$ cat config.mk
export PLATFORM = sky130hd
export DESIGN_NAME = spec_mem_sequencer
export DESIGN_NICKNAME = d
export VERILOG_FILES = /design/src/rtl/spec_mem_sequencer.sv
export SDC_FILE = /design/constraint.sdc
export NUM_CORES = 1
export LEC_CHECK = 0
export ABC_AREA = 1
export CAP_MARGIN = 20
export CORE_UTILIZATION = 50
export CTS_BUF_LIST = sky130_fd_sc_hd__clkbuf_4
export DETAILED_ROUTE_END_ITERATION = 8
export PLACE_DENSITY_LB_ADDON = 0.1
export SYNTH_ARGS = -nofsm -noshare
export SYNTH_HDL_FRONTEND = slang
export SYNTH_SLANG_ARGS = --single-unit
$ cat constraint.sdc
create_clock -name clk_i -period 8.3 [get_ports clk_i]
set_input_delay 1.66 -clock clk_i [delete_from_list [all_inputs] [get_ports clk_i]]
set_output_delay 1.66 -clock clk_i [all_outputs]
set_load 0.01 [all_outputs]
$ cat src/rtl/spec_mem_sequencer.sv
// spec_mem_sequencer: issues one multi-granule spec memory operation as a
// sequence of single-word transactions on an Ibex-style req/gnt/rvalid
// data interface, collecting read data and capability tags.
// Optional revocation lookup for tagged capability loads is compiled in
// when the macro SPEC_MEM_REVOKE_EN is defined.
module spec_mem_sequencer #(
   parameter int NGRAN = 2,
   parameter int GW    = $clog2(NGRAN + 1)
) (
   input  logic                clk_i,
   input  logic                rst_i,
   input  logic                start_i,
   input  logic                is_write_i,
   input  logic                is_cap_i,
   input  logic [GW-1:0]       ngran_i,
   input  logic [NGRAN*32-1:0] addr_i,
   input  logic [NGRAN*32-1:0] wdata_i,
   input  logic [NGRAN*4-1:0]  be_i,
   input  logic                wtag_i,
   output logic                busy_o,
   output logic                done_o,
   output logic                err_o,
   output logic [NGRAN*32-1:0] rdata_o,
   output logic                rtag_o,
   output logic                revoked_o,
   output logic                data_req_o,
   input  logic                data_gnt_i,
   output logic                data_we_o,
   output logic [3:0]          data_be_o,
   output logic [31:0]         data_addr_o,
   output logic [31:0]         data_wdata_o,
   output logic                data_wtag_o,
   input  logic                data_rvalid_i,
   input  logic [31:0]         data_rdata_i,
   input  logic                data_rtag_i,
   input  logic                data_err_i,
   output logic                rev_req_o,
   output logic [31:0]         rev_addr_o,
   input  logic                rev_valid_i,
   input  logic                rev_bit_i
);

   // Index width for granule selection; at least one bit even for NGRAN==1.
   localparam int KW = (NGRAN > 1) ? $clog2(NGRAN) : 1;
   localparam logic [GW-1:0] NGRAN_W = GW'(NGRAN);

   typedef enum logic [2:0] {
      ST_IDLE,
      ST_REQ,
      ST_WAIT,
`ifdef SPEC_MEM_REVOKE_EN
      ST_REV,
`endif
      ST_DONE
   } state_t;

   state_t state_reg;

   // Operation context captured at start.
   logic [KW-1:0]       k_reg;
   logic [KW-1:0]       last_k_reg;
   logic                is_write_reg;
   logic                is_cap_reg;
   logic                wtag_reg;
   logic [NGRAN*32-1:0] addr_reg;
   logic [NGRAN*32-1:0] wdata_reg;
   logic [NGRAN*4-1:0]  be_reg;
   logic                acc_tag_reg;

   // Registered outputs.
   logic                busy_reg;
   logic                done_reg;
   logic                err_reg;
   logic                rtag_reg;
   logic [31:0]         rdata_reg [NGRAN];
   logic                req_reg;
   logic                we_reg;
   logic [3:0]          bus_be_reg;
   logic [31:0]         bus_addr_reg;
   logic [31:0]         bus_wdata_reg;
   logic                bus_wtag_reg;

   // Per-granule views of the latched operation.
   logic [31:0]         addr_lat  [NGRAN];
   logic [31:0]         wdata_lat [NGRAN];
   logic [3:0]          be_lat    [NGRAN];
   logic [KW-1:0]       k_inc;

   assign k_inc = k_reg + 1'b1;

   genvar gi;
   generate
      for (gi = 0; gi < NGRAN; gi++) begin : g_gran
         assign addr_lat[gi]          = addr_reg[gi*32 +: 32];
         assign wdata_lat[gi]         = wdata_reg[gi*32 +: 32];
         assign be_lat[gi]            = be_reg[gi*4 +: 4];
         assign rdata_o[gi*32 +: 32]  = rdata_reg[gi];
      end
   endgenerate

`ifdef SPEC_MEM_REVOKE_EN
   logic        rev_req_reg;
   logic [31:0] rev_addr_reg;
   logic        revoked_reg;
`endif

   // Main sequencer: one granule in flight at a time, all outputs registered.
   always_ff @(posedge clk_i) begin
      if (rst_i) begin
         state_reg     <= ST_IDLE;
         k_reg         <= '0;
         last_k_reg    <= '0;
         is_write_reg  <= 1'b0;
         is_cap_reg    <= 1'b0;
         wtag_reg      <= 1'b0;
         addr_reg      <= '0;
         wdata_reg     <= '0;
         be_reg        <= '0;
         acc_tag_reg   <= 1'b0;
         busy_reg      <= 1'b0;
         done_reg      <= 1'b0;
         err_reg       <= 1'b0;
         rtag_reg      <= 1'b0;
         for (int i = 0; i < NGRAN; i++) rdata_reg[i] <= '0;
         req_reg       <= 1'b0;
         we_reg        <= 1'b0;
         bus_be_reg    <= '0;
         bus_addr_reg  <= '0;
         bus_wdata_reg <= '0;
         bus_wtag_reg  <= 1'b0;
`ifdef SPEC_MEM_REVOKE_EN
         rev_req_reg   <= 1'b0;
         rev_addr_reg  <= '0;
         revoked_reg   <= 1'b0;
`endif
      end else begin
         done_reg <= 1'b0;
         case (state_reg)
            ST_IDLE: begin
               if (start_i) begin
                  busy_reg <= 1'b1;
                  rtag_reg <= 1'b0;
`ifdef SPEC_MEM_REVOKE_EN
                  revoked_reg <= 1'b0;
`endif
                  if (ngran_i == '0) begin
                     // Empty operation completes without touching the bus.
                     err_reg   <= 1'b0;
                     done_reg  <= 1'b1;
                     state_reg <= ST_DONE;
                  end else if (ngran_i > NGRAN_W) begin
                     // Oversized request is rejected without touching the bus.
                     err_reg   <= 1'b1;
                     done_reg  <= 1'b1;
                     state_reg <= ST_DONE;
                  end else begin
                     k_reg         <= '0;
                     last_k_reg    <= KW'(ngran_i - 1'b1);
                     is_write_reg  <= is_write_i;
                     is_cap_reg    <= is_cap_i;
                     wtag_reg      <= wtag_i;
                     addr_reg      <= addr_i;
                     wdata_reg     <= wdata_i;
                     be_reg        <= be_i;
                     acc_tag_reg   <= is_cap_i & ~is_write_i;
                     err_reg       <= 1'b0;
                     for (int i = 0; i < NGRAN; i++) rdata_reg[i] <= '0;
                     // Granule 0 comes straight from the inputs being latched.
                     req_reg       <= 1'b1;
                     we_reg        <= is_write_i;
                     bus_addr_reg  <= addr_i[31:0];
                     bus_wdata_reg <= wdata_i[31:0];
                     bus_be_reg    <= is_cap_i ? 4'hF : be_i[3:0];
                     bus_wtag_reg  <= is_cap_i & is_write_i & wtag_i;
                     state_reg     <= ST_REQ;
                  end
               end
            end

            ST_REQ: begin
               if (data_gnt_i) begin
                  req_reg   <= 1'b0;
                  state_reg <= ST_WAIT;
               end
            end

            ST_WAIT: begin
               if (data_rvalid_i) begin
                  if (!is_write_reg) rdata_reg[k_reg] <= data_rdata_i;
                  acc_tag_reg <= acc_tag_reg & data_rtag_i;
                  if (data_err_i) begin
                     err_reg   <= 1'b1;
                     done_reg  <= 1'b1;
                     state_reg <= ST_DONE;
                  end else if (k_reg == last_k_reg) begin
                     rtag_reg <= is_cap_reg & ~is_write_reg & acc_tag_reg & data_rtag_i;
`ifdef SPEC_MEM_REVOKE_EN
                     if (is_cap_reg && !is_write_reg && acc_tag_reg && data_rtag_i) begin
                        rev_req_reg  <= 1'b1;
                        rev_addr_reg <= addr_lat[0];
                        state_reg    <= ST_REV;
                     end else begin
                        done_reg  <= 1'b1;
                        state_reg <= ST_DONE;
                     end
`else
                     done_reg  <= 1'b1;
                     state_reg <= ST_DONE;
`endif
                  end else begin
                     k_reg         <= k_inc;
                     req_reg       <= 1'b1;
                     bus_addr_reg  <= addr_lat[k_inc];
                     bus_wdata_reg <= wdata_lat[k_inc];
                     bus_be_reg    <= is_cap_reg ? 4'hF : be_lat[k_inc];
                     bus_wtag_reg  <= is_cap_reg & is_write_reg & wtag_reg;
                     state_reg     <= ST_REQ;
                  end
               end
            end

`ifdef SPEC_MEM_REVOKE_EN
            ST_REV: begin
               if (rev_valid_i) begin
                  revoked_reg  <= rev_bit_i;
                  rev_req_reg  <= 1'b0;
                  rev_addr_reg <= '0;
                  done_reg     <= 1'b1;
                  state_reg    <= ST_DONE;
               end
            end
`endif

            ST_DONE: begin
               busy_reg  <= 1'b0;
               err_reg   <= 1'b0;
               state_reg <= ST_IDLE;
            end

            default: begin
               state_reg <= ST_IDLE;
            end
         endcase
      end
   end

   // Request strobes are masked by reset so they fall in the reset cycle itself.
   assign busy_o       = busy_reg;
   assign done_o       = done_reg;
   assign err_o        = err_reg;
   assign rtag_o       = rtag_reg;
   assign data_req_o   = req_reg & ~rst_i;
   assign data_we_o    = we_reg;
   assign data_be_o    = bus_be_reg;
   assign data_addr_o  = bus_addr_reg;
   assign data_wdata_o = bus_wdata_reg;
   assign data_wtag_o  = bus_wtag_reg;

`ifdef SPEC_MEM_REVOKE_EN
   assign rev_req_o  = rev_req_reg & ~rst_i;
   assign rev_addr_o = rev_addr_reg;
   assign revoked_o  = revoked_reg;
`else
   // Revocation path compiled out: response inputs are intentionally ignored.
   logic unused_rev;
   assign unused_rev = rev_valid_i ^ rev_bit_i;
   assign rev_req_o  = 1'b0;
   assign rev_addr_o = '0;
   assign revoked_o  = 1'b0;
`endif

endmodule

==> results.txt, run 1 <==
The total number of clock tree sinks came out at 282. In the final design database the tool counted 2,143 nets. The clock skew came out at 47.53 ps. Relative to the synthesized area, the layout overhead comes to 31.60%. The worst flop-to-flop path endpoint is rdata_reg[0][19]. For this run, the register share of the synthesized area comes to 0.5066. The number of buffers created by CTS came out at 75.

The number of setup violations in the final report came out at 0. The number of buffers and inverters on the critical path is 2. The average instance area after synthesis is 7.430 sq um. The nature of the critical path startpoint is an input port.

The via count of the first global-routing pass came out at 10,710. The share of synthesized registers carrying an async set or reset came out at 0. The post-route clock period utilization is 0.5571. The netlist uses 28 different library cells.

The width of the die came out at 159.5 um. The arrival time of the worst setup path is 2960 ps. STA classifies the critical path endpoint as an output pin.

After the first detailed-routing iteration, the DRC count stood at 832. The synthesized area came out at 12,410 sq um. In this run the worst hold path is classified as flop to flop. The global-route usage over all layers is 0.2612. The tool flagged a number of max-cap violations equal to 0.

TritonCTS built the clock tree. Once the clock tree was built, the resizer swapped 0 gates to a different size. After detailed routing, the number of remaining DRC violations is 0. The number of cells on the worst reg-to-reg path is 7. By startpoint and endpoint, the worst setup path is classified as input port to output pin. The pin count of the biggest net entering global routing is 114.

Summing internal, switching and leakage power gives 4.194 mW. The shortest clock period the worst path allows after layout is 4624 ps. In this run the post-CTS setup repair buffer count came out at 0. The area of combinational cells with multiple inputs is 4957 sq um.

The run finished with clean final reports. Synthesis handed over a netlist of 1,670 instances. The level count of the clock H-tree came out at 3. The worst register-to-register path begins at state_reg[1]. Setup repair after global routing left no endpoint under its margin. The number of cells on the worst hold path came out at 2. The final cell utilization of the core came out at 0.6715.

During synthesis, Yosys emitted a total of 0 warnings. The end point of the most critical hold path is req_reg. The floorplan core area came out at 24,320 sq um. The synthesized design contains 282 register bits.

The maximum fanout along the worst path came out at 6. The clock-pin slew on the worst setup and hold paths came out at 60 ps. The die area is 25,450 sq um. The per-cell routed wire length came out at 14.47 um. The static leakage is 7.352 nW. The routed design has 33,820 um of wire. The maximum clock rate came out at 216.3 MHz.

The ratio of cells with drive above 1 in the final layout came out at 0.07260. The beginning of the worst hold path is req_reg. The first TritonRoute pass finished after 5 iterations. The clock tree root buffer cell is sky130_fd_sc_hd__clkbuf_4. The detailed router placed 11,650 vias in this run. The peak supply drop came out at 156.7 uV.

The final hold violation count is 0. The clock tree buffer depth is 3. During I/O placement, the number of pins put on the boundary was 355. Detailed placement finished with a half-perimeter wire length of 20,350 um.

sky130_fd_sc_hd__dfxtp_1 takes more of the synthesized area than any other cell. After floorplanning, the core was divided into 57 placement rows. The prevailing post-synth register cell is sky130_fd_sc_hd__dfxtp_1.

For this design, the slowest cell found on the critical path is sky130_fd_sc_hd__clkdlybuf4s50_1. The delay of the slowest cell on the worst path came out at 570 ps. For this design the ratio of total power to cell area is 256.8 nW/um^2. By area the synthesized netlist is led by sky130_fd_sc_hd__dfxtp_1, sky130_fd_sc_hd__edfxtp_1, sky130_fd_sc_hd__nor2_1, sky130_fd_sc_hd__nand2_1, sky130_fd_sc_hd__a21oi_1. The worst path required time came out at 6640 ps. The hold buffer count at CTS came out at 0. OpenSTA, run right after detailed placement, puts the worst setup slack at 3463 ps.

The area share of the leading cell type in the synthesized netlist came out at 0.3517. Traced cell by cell, the critical path runs through clkdlybuf4s50_1, nor2_1, clkdlybuf4s50_1. In this run, synthesis inferred 64 flip-flops with an integrated enable.

Across the whole layout, storage elements account for 6287 sq um. The slew at the pin closest to its max-slew limit is 1031 ps. The critical path's top delay family is buffers and inverters. The first global-routing pass estimated 54,220 um of wire. The final worst-path setup slack is 3676 ps.

The worst-case headroom to the max-slew limit is 0.3123. The placer's final routability congestion estimate is 0.8065. The initial antenna violation count is 4. For flop-to-flop paths, the worst setup slack is 4420 ps. The leftover overflow at the end of global routing is 0. The count of fill cells added during filler insertion is 2,154. The initial utilization of the core area, before any placement, comes to 0.5102. By instance count, the leading cell after synthesis is sky130_fd_sc_hd__nor2_1.

Input and output buffers added on the ports amount to 318. The final count of pins violating max slew came out at 0. The ratio of routed vias to standard cells is 4.983. The vertical extent of the die came out at 159.5 um. Once detail routing completed, the nets flagged for antenna violations numbered 0.

The commonest cells after synthesis are sky130_fd_sc_hd__nor2_1, sky130_fd_sc_hd__nand2_1, sky130_fd_sc_hd__dfxtp_1, sky130_fd_sc_hd__a21oi_1, sky130_fd_sc_hd__o21ai_0. The later pin in the worst-skew pair is clocked with a latency of 680 ps. The total negative setup slack came out at 0 ps.

In this design, the critical path's most frequently occurring cell is sky130_fd_sc_hd__clkdlybuf4s50_1.
-- worst min-delay path, delay by kind of cell, from the launching register on --
family | cells | cell delay (ps)
buffers and inverters | 1 | 60
flip-flops | 1 | 300
AO/OA/AOI/OAI | 1 | 60
-- stage by stage --
stage / hold WS (ps) / instance area (sq um) / cells
after global placement: 450.1 / 15390 / 2205
after floorplan: 431.6 / 12530 / 1703
after detailed placement: 453.9 / 15390 / 2205
after global routing: 488.3 / 16330 / 2338
after CTS: 463.9 / 16320 / 2335
final: 460.0 / 16330 / 2338
-- routing by layer --
layer / vias up / global-route usage / part of all wire
met4: 2 / 0.1193 / 0.031
met2: 412 / 0.4272 / 0.47
met3: 74 / 0.06721 / 0.075
li1: 5901 / - / -
met1: 5261 / 0.3233 / 0.42
met5: - / 0 / 0.00050
-- logic make-up (layout without fill, tap and decap cells) --
kind of cell    Yosys count  after routing  synth area share
buf+inv                 275            583            0.1049
fa+ha+maj                 3              3          0.003025
compound gates          357            357            0.1449
simple gates            752            752            0.2403
flops                   282            282            0.5066
other cells               1             37         0.0003022
-- report_power, final --
group          total (mW)  internal, mW  switching (mW)
sequential           1.76          1.64           0.127
clock                1.20         0.633           0.565
combinational        1.23         0.527           0.707
total                4.19          2.79            1.40
-- how the worst max path moves through the flow --
| stage | start | endpoint | depth (start not counted) | slack (ps) |
|---|---|---|---|---|
| detailed placement | ngran_i[0] | addr_reg[4] | 9 | 3460 |
| global route | rst_i | data_req_o | 3 | 3620 |
| global placement | ngran_i[0] | addr_reg[19] | 9 | 3530 |
| finish | rst_i | data_req_o | 3 | 3680 |
| floorplan | ngran_i[0] | rdata_reg[0][0] | 7 | 4480 |
| CTS | rst_i | data_req_o | 3 | 3680 |
-- layout by cell type, fill, tap and decap left out, types with 4 or more instances in the layout --
| master | n |
|---|---|
| sky130_fd_sc_hd__a21oi_1 | 208 |
| sky130_fd_sc_hd__buf_4 | 13 |
| sky130_fd_sc_hd__clkbuf_4 | 109 |
| sky130_fd_sc_hd__clkdlybuf4s50_1 | 318 |
| sky130_fd_sc_hd__clkinv_1 | 15 |
| sky130_fd_sc_hd__conb_1 | 34 |
| sky130_fd_sc_hd__dfxtp_1 | 217 |
| sky130_fd_sc_hd__edfxtp_1 | 64 |
| sky130_fd_sc_hd__inv_1 | 118 |
| sky130_fd_sc_hd__inv_2 | 6 |
| sky130_fd_sc_hd__nand2_1 | 293 |
| sky130_fd_sc_hd__nand2_2 | 4 |
| sky130_fd_sc_hd__nand3_1 | 77 |
| sky130_fd_sc_hd__nor2_1 | 366 |
| sky130_fd_sc_hd__nor2_4 | 4 |
| sky130_fd_sc_hd__o21ai_0 | 136 |
| sky130_fd_sc_hd__o21ai_1 | 8 |
-- final cells by class --
| type | count | share of cell area |
|---|---|---|
| Sequential cell | 282 | 0.3850 |
| Inverter | 122 | 0.02835 |
| Multi-Input combinational cell | 1146 | 0.3036 |
| Antenna cell | 3 | 0.0004597 |
| Tap cell | 324 | 0.02483 |
| Clock buffer | 109 | 0.05011 |
| Timing Repair Buffer | 331 | 0.2009 |
| Clock inverter | 21 | 0.006743 |
Power figures use the tool's default switching activity.
==> run 2: changes to the inputs <==
Clock period 8.3 ns to 4.82 ns, I/O delays scaled along.
==> run 2 against run 1 <==
  * Count of clock-buffer cells in the layout rose by 1
  * Critical path depth rose by 2
  * Clock power grew 73%
  * Critical endpoint is now rdata_reg[1][12]
  * Register-to-register slack lost 2800 ps
  * Via count fell by 0.81%
  * Critical path type is now flop to flop
  * Non-clock buffer count fell by 1
  * Sequential power up 73%
  * Core utilization increased by 0.27 points
  * Power is 73% higher
  * Setup slack worse by 2100 ps
  * Combinational power is 72% higher
  * Clock skew is 13 ps lower
==> results.txt, run 2 (synthesis gave the netlist of run 1 again) <==
The total number of clock tree sinks is 282 (unchanged). The number of buffers added for setup after CTS came out at 0 (unchanged). Setup repair after global routing left no endpoint under its margin.

The die area came out at 25,450 sq um (unchanged). The clock-pin slew on the worst setup and hold paths came to 60 ps (about the same). The maximum clock rate came out at 309.0 MHz. The count of fill cells added during filler insertion came to 2,113 (-1.9%). The slew at the pin closest to its max-slew limit came out at 1049 ps (+18.00 ps). Leaving out fill and tap cells, the most frequent cells in the layout are sky130_fd_sc_hd__nor2_1, sky130_fd_sc_hd__clkdlybuf4s50_1, sky130_fd_sc_hd__nand2_1. The number of antenna-violating nets in the routed design is 0 (unchanged). The total number of vias is 11,560 (-0.81%). The number of cells on the worst reg-to-reg path came out at 5 (-2).

The total negative setup slack came to 0 ps (unchanged). The number of setup violations in the final report was 0 (unchanged). The clock tree root buffer cell is sky130_fd_sc_hd__clkbuf_4. The worst flop-to-flop path endpoint is rdata_reg[1][12]. The shortest clock period the worst path allows after layout is 3236 ps. The via count of the first global-routing pass was 10,500 (-2.0%). The worst slack at placement came out at 1328 ps (-2135 ps). The run finished with clean final reports. The leftover overflow at the end of global routing is 0 (unchanged). The vertical extent of the die is 159.5 um (unchanged).

The count of pins on the block boundary is 355 (unchanged). The pin count of the biggest net entering global routing is 208 (+82%). The most common cell after layout, fill and taps aside is sky130_fd_sc_hd__nor2_1. The clock skew was 34.71 ps (-12.82 ps). The worst hold path begins at req_reg.

The clock tree buffer depth is 3 (unchanged). The first-iteration detailed-routing DRC count came out at 856 (+2.9%). The placer's final routability congestion estimate came to 0.8076 (+0.14%). The static leakage came out at 7.377 nW (+0.34%). The final instance count without filler cells came to 2,345 (+0.30%). The level count of the clock H-tree came out at 3 (unchanged).

The cell count after placement is 2,204 (-0.045%). The sum of routed wire length over all layers is 33,040 um (-2.3%). The maximum fanout along the worst path is 39 (+33). The ratio of routed vias to standard cells is 4.928 (-1.1%).

The final hold violation count came out at 0 (unchanged). In this run the critical register-to-register path is launched from state_reg[1]. The worst setup path is captured at a flop.

The final count of pins violating max slew came out at 0 (unchanged). The power density relative to cell area is 441.6 nW/um^2 (+72%). The final worst-path setup slack came out at 1584 ps (-2092 ps). The ratio of cells with drive above 1 in the final layout came out at 0.07334 (+0.0007392). The worst hold path terminates at req_reg. The worst-case headroom to the max-slew limit came out at 0.3003 (-0.01200).

TritonCTS built the clock tree. The width of the die is 159.5 um (unchanged). The worst hold slack is 454.7 ps (-5.295 ps). The number of instances resized during post-cts repair is 0 (unchanged). The post-DP HPWL came out at 19,640 um (-3.5%).

The per-cell routed wire length came out at 14.09 um (-2.6%). The hold buffer count at CTS came out at 0 (unchanged). The reg-to-reg setup timing slack is 1580 ps (-2840 ps). The area added between synthesis and finish is 32.14%. The arrival time of the worst setup path came to 3520 ps (+560 ps).

The number of iterations in the first detailed-routing pass is 5 (unchanged). The overall power consumption was 7.241 mW (+73%). The path class of the tightest hold or removal check is flop to flop. The global-route usage over all layers came out at 0.2543 (-0.006878). The peak supply drop is 258.3 uV (+65%). The worst path required time came out at 5100 ps (-1540 ps).

The most critical setup path has its startpoint at state_reg[1]. In the finished design, the share of the clock period the worst path needs comes to 0.6714. The initial antenna violation count came to 4 (unchanged). The initial core utilization came out at 0.5102 (unchanged). The final net count is 2,142 (-0.047%). The worst setup path is of the flop to flop kind. The first-pass GRT wire length came out at 52,870 um (-2.5%). The floorplan core area came out at 24,320 sq um (unchanged).

The worst setup path is launched from a flop. The count of input and output buffers came to 318 (unchanged). The number of DRC violations after detailed routing came out at 0 (unchanged).

The clock insertion delay at the later pin of the skew report is 660 ps (-20 ps). The number of standard-cell rows in the floorplan is 57 (unchanged). The number of max-cap violations came out at 0 (unchanged). The number of cells on the worst hold path is 2 (unchanged). The number of buffers created by CTS is 75 (unchanged).
-- run 2: cell type report --
| type | instances | area (sq um) | area share |
|---|---|---|---|
| flip-flops and latches | 282 | 6287 | 0.3835 |
| multi-input cells | 1146 | 4957 | 0.3024 |
| repair buffers | 330 | 3311 | 0.2019 |
| clock buffers | 110 | 825.8 | 0.05037 |
| inverters | 122 | 462.9 | 0.02824 |
| well taps | 324 | 405.4 | 0.02473 |
| clock inverters | 28 | 138.9 | 0.008471 |
| diodes | 3 | 7.507 | 0.0004579 |
-- run 2: critical path, cell delays in order (launching register included) --
cell,delay [ps]
sky130_fd_sc_hd__dfxtp_1,520
sky130_fd_sc_hd__inv_2,120
sky130_fd_sc_hd__nor2_4,760
sky130_fd_sc_hd__nand3_2,770
sky130_fd_sc_hd__nand3_1,250
sky130_fd_sc_hd__buf_4,410
-- run 2: power breakdown --
part / leakage, nW / internal, mW / switching (mW)
clock network: 0.576 / 1.11 / 0.973
registers: 2.47 / 2.82 / 0.221
logic: 4.33 / 0.915 / 1.21
total: 7.38 / 4.84 / 2.40
-- run 2: through the flow --
step	cell area, sq um	utilization
floorplan	12530	-
global placement	15420	0.6342
detailed placement	15420	0.6342
CTS	16390	0.6739
global route	16400	0.6742
finish	16400	0.6742
-- run 2: how the worst max path moves through the flow --
stage	endpoint	cells past startpoint
floorplan	rdata_reg[0][0]	7
CTS	data_req_o	3
global route	rdata_reg[1][9]	5
detailed placement	rdata_reg[1][15]	7
finish	rdata_reg[1][12]	5
global placement	rdata_reg[1][15]	7
-- run 2: per-layer routing --
metal / GRT usage / up-vias / wire length (um)
li1: - / 5895 / -
met1: 0.3208 / 5202 / 14350
met2: 0.4152 / 395 / 15490
met3: 0.06694 / 62 / 2424
met4: 0.09921 / 2 / 760
met5: 0 / - / 17
==> run 3: changes to the inputs <==
Clock period 4.82 ns to 3.2 ns, I/O delays scaled along.
==> run 3 against run 2 <==
  * Clock power up 65%
  * Die area stayed put
  * Combinational power up 57%
  * Global-route usage increased by 0.68 points
  * First-iteration DRC count is 6.1% higher
  * Register-to-register slack got worse by 450 ps
  * Sequential share of layout area is 0.53 points lower
  * Power grew 56%
  * Critical path type is now input port to output pin
==> results.txt, run 3 (synthesis gave the netlist of run 1 again) <==
The run finished with clean final reports. The number of instances resized during post-cts repair is 0 (unchanged). The per-cell routed wire length came to 14.43 um (+2.4%). The category of the worst setup path capture point is an output pin. The final hold violation count came out at 0 (unchanged). The number of setup violations in the final report is 0 (unchanged). The global-route usage over all layers is 0.2611 (+0.006824). The ratio of routed vias to standard cells is 5.015 (+1.8%). The critical path is of the input port to output pin type. In this design, the critical path's most frequently occurring cell is sky130_fd_sc_hd__clkdlybuf4s50_1. The post-DP HPWL is 20,750 um (+5.6%). The count of pins on the block boundary came out at 355 (unchanged).

TritonCTS built the clock tree. The die area is 25,450 sq um (unchanged). The worst slack at placement came to 566.8 ps (-761.5 ps). The level count of the clock H-tree came out at 3 (unchanged). The delay of the slowest cell on the worst path is 560 ps (-210 ps). The final cell area excluding filler cells came out at 16,630 sq um (+1.4%). The total number of vias is 11,770 (+1.8%).

The width of the die is 159.5 um (unchanged). The peak supply drop is 411.2 uV (+59%). The number of max-cap violations is 0 (unchanged). The first-pass GRT wire length came out at 54,170 um (+2.5%). The overall power consumption was 11.29 mW (+56%).

The floorplan core area came out at 24,320 sq um (unchanged). The number of iterations in the first detailed-routing pass came out at 5 (unchanged). Among cell families on the critical path, the largest total delay comes from buffers and inverters. The slew at the pin closest to its max-slew limit was 909.9 ps (-139.6 ps). The top cell types in the final layout, fill and taps aside, are sky130_fd_sc_hd__nor2_1, sky130_fd_sc_hd__clkdlybuf4s50_1, sky130_fd_sc_hd__nand2_1. STA classifies the critical path startpoint as an input port. The final count of pins violating max slew is 0 (unchanged).

The worst path required time is 2560 ps (-2540 ps). The slowest stage of the critical path belongs to the cell sky130_fd_sc_hd__clkdlybuf4s50_1. The cell area reported after detailed placement is 15,580 sq um (+0.99%). The number of buffers created by CTS was 76 (+1.3%).

The count of fill cells added during filler insertion is 2,113 (unchanged). The static leakage is 7.497 nW (+1.6%). The power density relative to cell area was 679.2 nW/um^2 (+54%).

The worst hold-check path type is flop to flop. The post-route clock period utilization is 0.8022. The final worst-path setup slack is 632.9 ps (-950.8 ps). The final net count came out at 2,150 (+0.37%). The initial antenna violation count is 4 (unchanged). The critical path goes through clkdlybuf4s50_1, nor2_1, clkdlybuf4s50_1. The via count of the first global-routing pass came to 10,890 (+3.8%).

The leftover overflow at the end of global routing came out at 0 (unchanged). The area taken by flip-flops and latches is 6287 sq um (unchanged). The worst-case headroom to the max-slew limit came out at 0.3934 (+0.09304).

The vertical extent of the die came out at 159.5 um (unchanged). The number of standard-cell rows in the floorplan is 57 (unchanged). The first-iteration detailed-routing DRC count came out at 908 (+6.1%). The total number of clock tree sinks came to 282 (unchanged). The number of buffers and inverters on the critical path is 2 (unchanged). The shortest clock period the worst path allows after layout came out at 2567 ps.

The hold buffer count at CTS is 0 (unchanged). The clock-pin slew on the worst setup and hold paths came out at 60 ps (about the same). The area of combinational cells with multiple inputs came out at 4957 sq um (unchanged). The arrival time of the worst setup path is 1930 ps (-1590 ps). The clock tree buffer depth is 3 (unchanged). The number of DRC violations after detailed routing is 0 (unchanged). The pin count of the biggest net entering global routing was 114 (-45%).

The placer's final routability congestion estimate is 0.8494 (+5.2%). The most common cell after layout, fill and taps aside is sky130_fd_sc_hd__nor2_1. The total negative setup slack came to 0 ps (unchanged). The number of buffers added for setup after CTS came out at 0 (unchanged). The maximum clock rate came out at 389.5 MHz. The ratio of cells with drive above 1 in the final layout is 0.08222 (+0.008879). The clock skew is 46.52 ps (+11.82 ps). The initial core utilization came out at 0.5102 (unchanged). Setup repair after global routing left no endpoint under its margin. The maximum fanout along the worst path is 6 (-85%). The clock insertion delay at the later pin of the skew report is 680 ps (+20 ps). The worst hold slack came to 462.2 ps (+7.411 ps). The sum of routed wire length over all layers came to 33,860 um (+2.5%). The number of antenna-violating nets in the routed design is 0 (unchanged). The area added between synthesis and finish came out at 33.99%. The count of input and output buffers came to 318 (unchanged). Clock tree synthesis selected as its root buffer the cell sky130_fd_sc_hd__clkbuf_4.
==> run 3: report_power, final <==
part           switching, mW  total, mW  internal [mW]
registers              0.294       4.53           4.24
clock network           1.45       3.43           1.98
logic                   1.89       3.33           1.44
==> run 3: cell type report <==
type                    count  share of cell area
flip-flops and latches    282              0.3782
multi-input cells        1146              0.2982
repair buffers            337              0.2083
clock buffers             124             0.05599
inverters                 122             0.02784
well taps                 324             0.02438
clock inverters             8            0.006698
diodes                      3           0.0004515
==> run 3: final timing paths <==
check               startpoint               to  slack (ps)  depth (start not counted)
hold reg to reg        req_reg          req_reg         460                          2
hold / removal         req_reg          req_reg         460                          2
setup / recovery         rst_i       data_req_o         630                          3
setup reg to reg  state_reg[1]  data_wdata_o[0]        1130                          8
==> run 3: through the flow <==
step | utilization | cells
after floorplan | - | 1703
after global placement | 0.6405 | 2211
after detailed placement | 0.6405 | 2211
after CTS | 0.6833 | 2343
after global routing | 0.6836 | 2346
final | 0.6836 | 2346
==> run 3: worst register-to-register path, delay by kind of cell, from the launching register on <==
kind	cells	cell delay, ps
compound gates	1	150
buf+inv	2	720
flops	1	530
simple gates	5	570
==> run 3: layer usage <==
| layer | share of wire | GRT usage | vias up | routed length (um) |
|---|---|---|---|---|
| li1 | - | - | 5901 | - |
| met5 | 0.00038 | 0 | - | 13 |
| met4 | 0.022 | 0.1101 | 2 | 743 |
| met3 | 0.082 | 0.07111 | 59 | 2772 |
| met1 | 0.42 | 0.3212 | 5349 | 14380 |
| met2 | 0.47 | 0.4307 | 455 | 15950 |
